[src/rtl/jk_driver.sv]
// jk_driver: queues target q bits and turns each into a registered J/K pair
// for an external JK flop, then checks the flop's q one cycle later.
module jk_driver #(
  parameter int DEPTH = 4
) (
  input  logic                       clock,
  input  logic                       reset,
  input  logic                       in_valid,
  input  logic                       in_bit,
  output logic                       in_ready,
  output logic                       j,
  output logic                       k,
  input  logic                       q_fb,
  output logic                       exp_q,
  input  logic                       clear,
  output logic                       mismatch,
  output logic [7:0]                 err_count,
  output logic [$clog2(DEPTH+1)-1:0] level
);
  localparam int PW = $clog2(DEPTH);
  localparam int LW = $clog2(DEPTH+1);

  typedef enum logic [1:0] {SYNC, IDLE, DRIVE} state_t;
  state_t state, state_next;

  logic [DEPTH-1:0] mem;
  logic [PW-1:0]    wr_ptr, rd_ptr;
  logic             push, pop, tgt;
  logic             j_next, k_next, exp_next;
  logic             exp_q_d1;
  logic [1:0]       warm;
  logic             fail;

  assign in_ready = (level < LW'(DEPTH)) && (state != SYNC);
  assign push     = in_valid && in_ready;
  assign pop      = (state == DRIVE) && (level != '0);
  assign tgt      = mem[rd_ptr];
  // The q check only becomes meaningful once exp_q_d1 holds a value derived from q_fb.
  assign fail     = (warm == 2'd2) && (q_fb != exp_q_d1);

  always_comb begin
    state_next = state;
    j_next     = 1'b0;
    k_next     = 1'b0;
    exp_next   = exp_q;
    case (state)
      SYNC: begin
        exp_next   = q_fb;
        state_next = IDLE;
      end
      IDLE: begin
        if (push) state_next = DRIVE;
      end
      DRIVE: begin
        if (pop) begin
          j_next   = ~exp_q & tgt;
          k_next   = exp_q & ~tgt;
          exp_next = tgt;
        end
        if ((level <= LW'(1)) && !push) state_next = IDLE;
      end
      default: state_next = SYNC;
    endcase
  end

  always_ff @(posedge clock or negedge reset) begin
    if (!reset) begin
      state    <= SYNC;
      j        <= 1'b0;
      k        <= 1'b0;
      exp_q    <= 1'b0;
      exp_q_d1 <= 1'b0;
      warm     <= 2'd0;
    end else begin
      state    <= state_next;
      j        <= j_next;
      k        <= k_next;
      exp_q    <= exp_next;
      exp_q_d1 <= exp_q;
      if (warm != 2'd2) warm <= warm + 2'd1;
    end
  end

  // Power-of-two depth lets the pointers wrap by plain overflow.
  always_ff @(posedge clock or negedge reset) begin
    if (!reset) begin
      mem    <= '0;
      wr_ptr <= '0;
      rd_ptr <= '0;
      level  <= '0;
    end else begin
      if (push) begin
        mem[wr_ptr] <= in_bit;
        wr_ptr      <= wr_ptr + PW'(1);
      end
      if (pop) rd_ptr <= rd_ptr + PW'(1);
      case ({push, pop})
        2'b10:   level <= level + LW'(1);
        2'b01:   level <= level - LW'(1);
        default: level <= level;
      endcase
    end
  end

  always_ff @(posedge clock or negedge reset) begin
    if (!reset) begin
      mismatch  <= 1'b0;
      err_count <= 8'd0;
    end else if (clear) begin
      mismatch  <= 1'b0;
      err_count <= 8'd0;
    end else if (fail) begin
      mismatch <= 1'b1;
      if (err_count != 8'hFF) err_count <= err_count + 8'd1;
    end
  end
endmodule

[config.mk]
export PLATFORM = sky130hd
export DESIGN_NAME = jk_driver
export DESIGN_NICKNAME = d
export VERILOG_FILES = /design/src/rtl/jk_driver.sv
export SDC_FILE = /design/constraint.sdc
export NUM_CORES = 1
export LEC_CHECK = 0
export ABC_AREA = 1
export CORE_ASPECT_RATIO = 1.2
export CORE_MARGIN = 2
export CORE_UTILIZATION = 45
export DETAILED_ROUTE_END_ITERATION = 10
export PLACE_DENSITY = 0.65
export RECOVER_POWER = 100
export SETUP_SLACK_MARGIN = 0.2
export SYNTH_ARGS = -nofsm -noshare
export SYNTH_HDL_FRONTEND = slang
export SYNTH_SLANG_ARGS = --single-unit
[constraint.sdc]
create_clock -name clock -period 2.45 [get_ports clock]
set_input_delay 0.49 -clock clock [delete_from_list [all_inputs] [get_ports clock]]
set_output_delay 0.49 -clock clock [all_outputs]
set_load 0.01 [all_outputs]
; ---- Word-level counts from Yosys, hierarchy flattened
; Cells that the tools add are included.
[word_totals]
reg_bits = 28
out_inout_bits = 16
wordCells = 75
input_bits = 6
[op_classes]
n_mux = 20
bitwise_logic = 4
n_reduce_logical = 17
addsub = 6
n_eq_ne = 11
n_lt_le_gt_ge = 5
[op_table]
columns = cell, n
row1 = 2-to-1 mux 8 bit, 3
row2 = nonzero test 2 bit, 5
row3 = 2-to-1 mux 1 bit, 9
row4 = adder 8 x 1 -> 8 bit (second input constant), 1
row5 = != test 8 bit (second input constant), 1
row6 = adder 2 x 1 -> 2 bit (second input constant), 3
row7 = == test 2 bit (second input constant), 3
row8 = logical AND 1 bit, 6
row9 = < comparator 2 x 3 -> 1 bit (second input constant), 2
row10 = != test 2 bit (second input constant), 3
row11 = one-hot mux 2 bit (3 select lines), 1
row12 = one-hot mux 3 bit (2 select lines), 1
row13 = AND reduction 2 bit, 3
row14 = bitwise mux 4 bit, 1
row15 = == test 2 x 1 -> 1 bit (second input constant), 2
row16 = 2-to-1 mux 2 bit, 2
row17 = adder 3 x 1 -> 3 bit (second input constant), 1
row18 = <= comparator 3 x 1 -> 1 bit (second input constant), 1
row19 = < comparator 3 bit (second input constant), 1
row20 = nonzero test 3 bit, 1
row21 = subtractor 3 x 1 -> 3 bit (second input constant), 1
row22 = bitwise AND 1 bit, 2
row23 = binary-select mux 1 bit (select 2 bit), 1
row24 = demux 1 bit (select 2 bit), 1
row25 = 7 further kinds, 8

; ---- Logic depth before layout (Yosys ltp)
; Gate-level depths: netlist (run 1).
[depth]
ltp_word = 7
depth_mapped = 13
mapped_depth_nobuf = 13

; ---- Worst setup path before layout (run 1)
; No wires, ideal clock.
[synth_timing]
path_type = register to register
from = register level[0]
to = register level[2]
required_ps = 2330
setup_time_ps = 120
arrival_time_ps = 1621
path_stages_with_launch = 12
setup_slack_ps = 709
n_path_buf = 0
period_less_slack_ps = 1741
path_cell_list = dfrtp_1 -> inv_1 -> ha_1 -> ha_1 -> inv_1 -> nand2_2 -> inv_1 -> ha_1 -> nor2_1 -> nand2_1 -> o21ai_0 -> inv_1
[synth_via]
word_cells_on_any_way = 11
classes_between = 2 x add/sub / 1 x order compare / 2 x eq/ne / 1 x mux / 5 x reduce/logical
[synth_rtl]
columns = item, line
row1 = "start, declared", 18  ; output logic [$clog2(DEPTH+1)-1:0] level
row2 = "start signal, assigned", 98  ; 2'b10: level <= level + LW'(1);
row3 = "start signal, assigned", 99  ; 2'b01: level <= level - LW'(1);
row4 = "start signal, assigned", 100  ; default: level <= level;
row5 = nonzero test 3 bit (*), 36  ; assign pop = (state == DRIVE) && (level != '0);
row6 = logical AND 1 bit (*), 36
row7 = net pop, 28  ; logic push, pop, tgt;
row8 = == test 2 x 1 -> 1 bit / == test 2 bit (equally long branches), 97  ; case ({push, pop})
row9 = one-hot mux 3 bit (2 select lines) / nonzero test 2 bit (equally long branches), n/a
; The timed path passes the listed nets; every way through them passes the cells marked *.
; A chain may end at the register's enable or synchronous reset.

; ---- Final worst setup path (run 1)
[layout_timing]
from = register state[0]
to = output in_ready
[layout_via]
elab_chain_cells = 2
[layout_lines]
columns = item, line
row1 = "start, declared", 24  ; state_t state, state_next;
row2 = "start signal, assigned", 75  ; state <= state_next;
row3 = nonzero test 2 bit, 34  ; assign in_ready = (level < LW'(DEPTH)) && (state != SYNC);
row4 = logical AND 1 bit, 34
row5 = "end, declared", 10  ; output logic in_ready,
; Every way passes these cells.

==> impl_metrics.yaml, run 1 <==
outcome:
  status: "complete, but fails checks"
  violations: "capacitance limit, slew limit"
yosys:
  ys_ff_latch: 28
  synth_cells: 178
  synth_edf_count: 0
  synth_area_leader_cell: "dfrtp_1"
  mappedNetlistArea_um2: 1490
  synth.distinct_cells: 23
  yosysMostFrequentCell: "nand2_1"
  syn-num-nets: 195
  yosys-top-cells-area: "dfrtp_1, nand2_1, ha_1"
  ys_warn_count: 0
  ys_async_sr_fraction_pct: 100
  synth_commonest_cells: "nand2_1, dfrtp_1, inv_1"
  yosysTopAreaCellShare_pct: 47.2
  seq_area_frac_synth_pct: 47.2
  synthFlopType: "dfrtp_1"
  syn_avg_cell_area_um2: 8.34
detailed_routing:
  met1Wirelength_um: 1190
  highest_layer: "met4"
  route.met3.wl_um: 99
  wl_met2_um: 1470
  wl_per_cell_um: 11.7
  num_vias: 1218
  first_pass_iters: 4
  drc_errors: 0
  wl_um: 2790
  drt_iter0_drc: 22
  antenna_left: 0
  routed_via_density: 5.10
finish:
  diodes: 0
  stdcell_count: 239
  nets: 222
  fillers: 305
  finalCoreUtilization_pct: 56.1
  multi_input_area_um2: 672
  area.growth.synth_to_final_pct: 17.5
  drive_above_1_share_pct: 3.94
  seq_area_um2: 701
floorplan:
  core_um2: 3110
  die_w_um: 56.4
  die_h_um: 66.9
  dieArea_um2: 3780
  start_util_pct: 47.7
  rows: 22
  ios: 22
flow_run:
  cap_violations: 1
grt:
  overflow: 0
  track_usage_pct: 16.2
  grt_max_degree: 29
  grt_pass1_wl_um: 4750
  grt_pass1_vias: 1171
  grt_antenna_before_repair: 0
timing:
  max_freq_mhz: 464
  min_period_over_period_pct: 87.9
  drv_slew: 29
  rsz0062_at_grt: "no"
  tightest_slew_ns: 1.53
  finalHoldViolCount: 0
  finClkSkew_ns: 0.00736
  tns_ns: 0
  finalSetupViolCount: 0
  fin_crit_ns: 2.15
  slew_headroom_pct: -2.07
placement:
  place_congestion: 0.830
  dp_hpwl_um: 2140
  dp.cells: 236
  port_buffers: 21
clocking:
  clockBufferDepth: 2
  cts_buffers: 3
  cts.sinks: 28
  hold_buffers: 0
  cts.repair.resized: 0
  clockRootBuffer: "clkbuf_4"
  cts.clk_slew.worst_paths_ns: 0.14
  worstSkewPairLatency_ns: 0.32
  cts_tree: "done"
  cts_setup_buffers: 0
  htree_levels: 1
critical_path:
  cp-start-kind: "register"
  path_max_fanout: 4
  cp-end-kind: "output port"
  worstSetupPathType: "reg -> out"
  cp.arrival_ns: 1.66
  required_ns: 1.96
power_and_ir_drop:
  total_power_uw: 1580
  p_leak_uw: 0.000863
  power_density_nw_per_um2: 907
  ir_worst_vdd_mv: 0.745
min_path:
  hold_path_class: "reg -> reg"
## state kept, by name (all words and copies together), names as in the netlist
register,cells
err_count,8
mem,4
level,3
rd_ptr,2
state,2
warm,2
wr_ptr,2
exp_q,1
exp_q_d1,1
j,1
k,1
mismatch,1
## area by class of cell
class	instances	share of cell area [%]
flip-flops and latches	28	40.1
clock buffers	3	1.29
well taps	36	2.58
inverters	24	5.23
repair buffers	22	12.3
multi-input cells	126	38.5
## where the power goes
group / leakage [uW] / switching (uW) / total, uW / internal [uW]
Clock: 0.0000138 / 129 / 187 / 57.7
Combinational: 0.000494 / 380 / 669 / 289
Sequential: 0.000355 / 123 / 728 / 605
## placed cells by master (no fill, tap or decap)
cell type,synthesis,final
a21boi_0,1,1
a21oi_1,4,4
clkbuf_1,0,1
clkbuf_4,0,3
clkdlybuf4s50_1,0,3
clkinvlp_2,0,1
dfrtp_1,28,28
dlygate4sd3_1,0,18
ha_1,11,11
inv_1,22,22
inv_2,1,1
nand2_1,50,52
nand3_1,11,11
nand3_2,1,1
nand4_1,2,2
nor2_1,14,16
nor2_2,4,2
nor3_1,1,1
nor3b_1,1,1
o21ai_0,7,15
o21bai_1,2,2
o22ai_1,1,1
xnor2_1,3,3
xor2_1,3,3
## per-stage QoR
step                      hold WS, ns  cell area, um2  worst slack (ns)
after floorplan                 0.194            1490             0.709
after global placement          0.461            1750             0.642
after detailed placement        0.461            1750             0.596
after CTS                       0.495            1770             0.431
after global routing            0.508            1750             0.185
final                           0.492            1750             0.295
## worst max-delay path: stages (launching register included)
cell           delay (ns)
dfrtp_1              0.43
nor2_1               0.24
nor2_2               0.06
dlygate4sd3_1        0.61
## path summary, 6_finish.rpt
kind | end | slack (ns) | startpoint | depth (start not counted)
setup / recovery | in_ready | 0.30 | state[0]$_DFFE_PN0P_ | 3
hold / removal | warm[0]$_DFFE_PN0N_ | 0.49 | warm[0]$_DFFE_PN0N_ | 1
setup reg to reg | err_count[5]$_DFFE_PN0P_ | 0.44 | warm[0]$_DFFE_PN0N_ | 6
hold reg to reg | warm[0]$_DFFE_PN0N_ | 0.49 | warm[0]$_DFFE_PN0N_ | 1
max in group asynchronous | state[0]$_DFFE_PN0P_ | 0.51 | reset | 2
min in group asynchronous | err_count[0]$_DFFE_PN0P_ | 1.05 | reset | 2
## routing by layer
layer | up-vias | track usage (%)
met5 | - | 0
met4 | 0 | 7.44
met3 | 2 | 2.33
met2 | 22 | 31.5
met1 | 578 | 16.8
li1 | 616 | -
## cells by family (layout without fill, tap and decap cells)
logic type      count (synthesis)  in the layout  synth area share [%]
buf+inv                        24             49                  6.15
flops                          28             28                  47.2
fa+ha+maj                      11             11                  9.27
compound gates                 23             23                  9.10
xor+xnor                        6              6                  3.54
simple gates                   86             86                  24.8
Note: power is estimated with default switching activity, not from simulation.
==> run 2, diff against run 1 <==
- CORE_UTILIZATION: 45 -> 43
- PLACE_DENSITY: 0.65 -> 0.63
==> run 2 against run 1 <==
Net effect: the run now ends clean; setup slack improved by 0.095 ns; cell area rose by 2.2%; critical path depth rose by 3; global-route usage rose by 0.30 points; clock power rose by 53%; fmax rose by 4.6%; via count fell by 2.9%; clock skew fell by 0.0010 ns; utilization fell by 2.2 points; first-iteration DRC count rose by 86%; combinational power fell by 3.1%; critical path type is now in -> reg.
==> impl_metrics.yaml, run 2 (same netlist as run 1, synthesis figures left out) <==
flow_run:
  cap_violations: 0
clocking:
  cts.repair.resized: 0
  cts.sinks: 28
  clockRootBuffer: "clkbuf_8"
  cts_tree: "done"
  cts_setup_buffers: 0
  clockBufferDepth: 2
  worstSkewPairLatency_ns: 0.28
  cts_buffers: 3
  htree_levels: 1
  cts.clk_slew.worst_paths_ns: 0.10
  hold_buffers: 0
detailed_routing:
  drc_errors: 0
  wl_um: 2650
  num_vias: 1183
  drt_iter0_drc: 41
  first_pass_iters: 4
  antenna_left: 0
  routed_via_density: 4.91
  wl_per_cell_um: 11.0
critical_path:
  cp_slowest_cell: "o21ai_0"
  cp.arrival_ns: 2.19
  critical-path-top-delay-family: "compound AO/OA/AOI/OAI gates"
  worstSetupPathType: "in -> reg"
  r2r-end: "level[2]$_DFFE_PN0P_"
  path_buf_inv: 1
  cp-end-kind: "register"
  crit_chain: "dlygate4sd3_1 > nand2_1 > nand2_1 > nor2_1 > o21ai_0 > o21ai_0"
  r2r-start: "level[0]$_DFFE_PN0P_"
  required_ns: 2.58
  path_max_fanout: 10
  critPathMaxStageDelay_ns: 0.75
  reg2reg_slack_ns: 0.57
  reg2regPathDepth: 11
  cp-start-kind: "input pin"
finish:
  largest_reg_flops: 8
  most-common-layout-cells: "nand2_1, dfrtp_1, inv_1"
  top_register: "err_count"
  multi_input_area_um2: 672
  nets: 222
  largestRegisters: "err_count (8), mem (4), level (3)"
  diodes: 0
  drive_above_1_share_pct: 4.90
  stdcell_count: 241
  mostFrequentLayoutCell: "nand2_1"
  seq_area_um2: 701
  fillers: 315
  area.growth.synth_to_final_pct: 20.1
placement:
  dp_hpwl_um: 2080
  place_congestion: 0.814
  port_buffers: 21
  dp.cells: 237
grt:
  grt_max_degree: 29
  grt_pass1_wl_um: 4980
  overflow: 0
  grt_antenna_before_repair: 0
  grt_pass1_vias: 1194
  track_usage_pct: 16.5
timing:
  fin_crit_ns: 2.06
  finalHoldViolCount: 0
  finClkSkew_ns: 0.00634
  slew_headroom_pct: 35.5
  drv_slew: 0
  finalSetupViolCount: 0
  max_freq_mhz: 485
  tns_ns: 0
  min_period_over_period_pct: 84.1
  tightest_slew_ns: 0.957
  rsz0062_at_grt: "no"
floorplan:
  die_h_um: 68.4
  dieArea_um2: 3940
  die_w_um: 57.7
  start_util_pct: 44.9
  rows: 23
  core_um2: 3310
  ios: 22
min_path:
  hp-start: "warm[0]$_DFFE_PN0N_"
  hold_depth: 1
  hold_end: "warm[0]$_DFFE_PN0N_"
  hold_path_class: "reg -> reg"
power_and_ir_drop:
  power_density_nw_per_um2: 933
  p_leak_uw: 0.000882
  total_power_uw: 1660
  ir_worst_vdd_mv: 0.613
outcome:
  status: "finished clean"
[run 2: final cells by class]
| type | instances | share of cell area, % |
|---|---|---|
| Sequential cell | 28 | 39.3 |
| Multi-Input combinational cell | 126 | 37.7 |
| Timing Repair Buffer | 22 | 12.2 |
| Inverter | 24 | 5.12 |
| Clock buffer | 4 | 3.09 |
| Tap cell | 37 | 2.60 |
[run 2: worst max path at each step]
| stage | endpoint | slack [ns] | depth (start not counted) | from |
|---|---|---|---|---|
| 2_1_floorplan | level[2]$_DFFE_PN0P_ | 0.71 | 11 | level[0]$_DFFE_PN0P_ |
| 3_3_place_gp | level[2]$_DFFE_PN0P_ | 0.65 | 7 | in_valid |
| 3_5_place_dp | level[2]$_DFFE_PN0P_ | 0.61 | 7 | in_valid |
| 4_1_cts | in_ready | 0.53 | 3 | state[0]$_DFFE_PN0P_ |
| 5_1_grt | err_count[3]$_DFFE_PN0P_ | 0.20 | 6 | q_fb |
| 6_report | err_count[3]$_DFFE_PN0P_ | 0.39 | 6 | q_fb |
[run 2: per-stage QoR]
| step | hold WS, ns | util [%] | setup WS, ns | area [um2] |
|---|---|---|---|---|
| 5_1_grt | 0.509 | 53.9 | 0.201 | 1780 |
| 4_1_cts | 0.489 | 54.5 | 0.528 | 1800 |
| 6_report | 0.482 | 53.9 | 0.390 | 1780 |
| 3_3_place_gp | 0.461 | 52.9 | 0.646 | 1750 |
| 2_1_floorplan | 0.194 | - | 0.709 | 1490 |
| 3_5_place_dp | 0.471 | 52.9 | 0.609 | 1750 |
[run 2: power by group]
group	internal [uW]	switching, uW	total [uW]
Combinational	287	361	648
Clock	144	143	287
Sequential	605	122	728
Total	1040	626	1660
[run 2: layer usage]
metal	global-route usage (%)	share of wire, %
met5	0	0
met4	6.10	1.6
met3	2.46	4.3
met2	31.3	50
met1	18.5	44
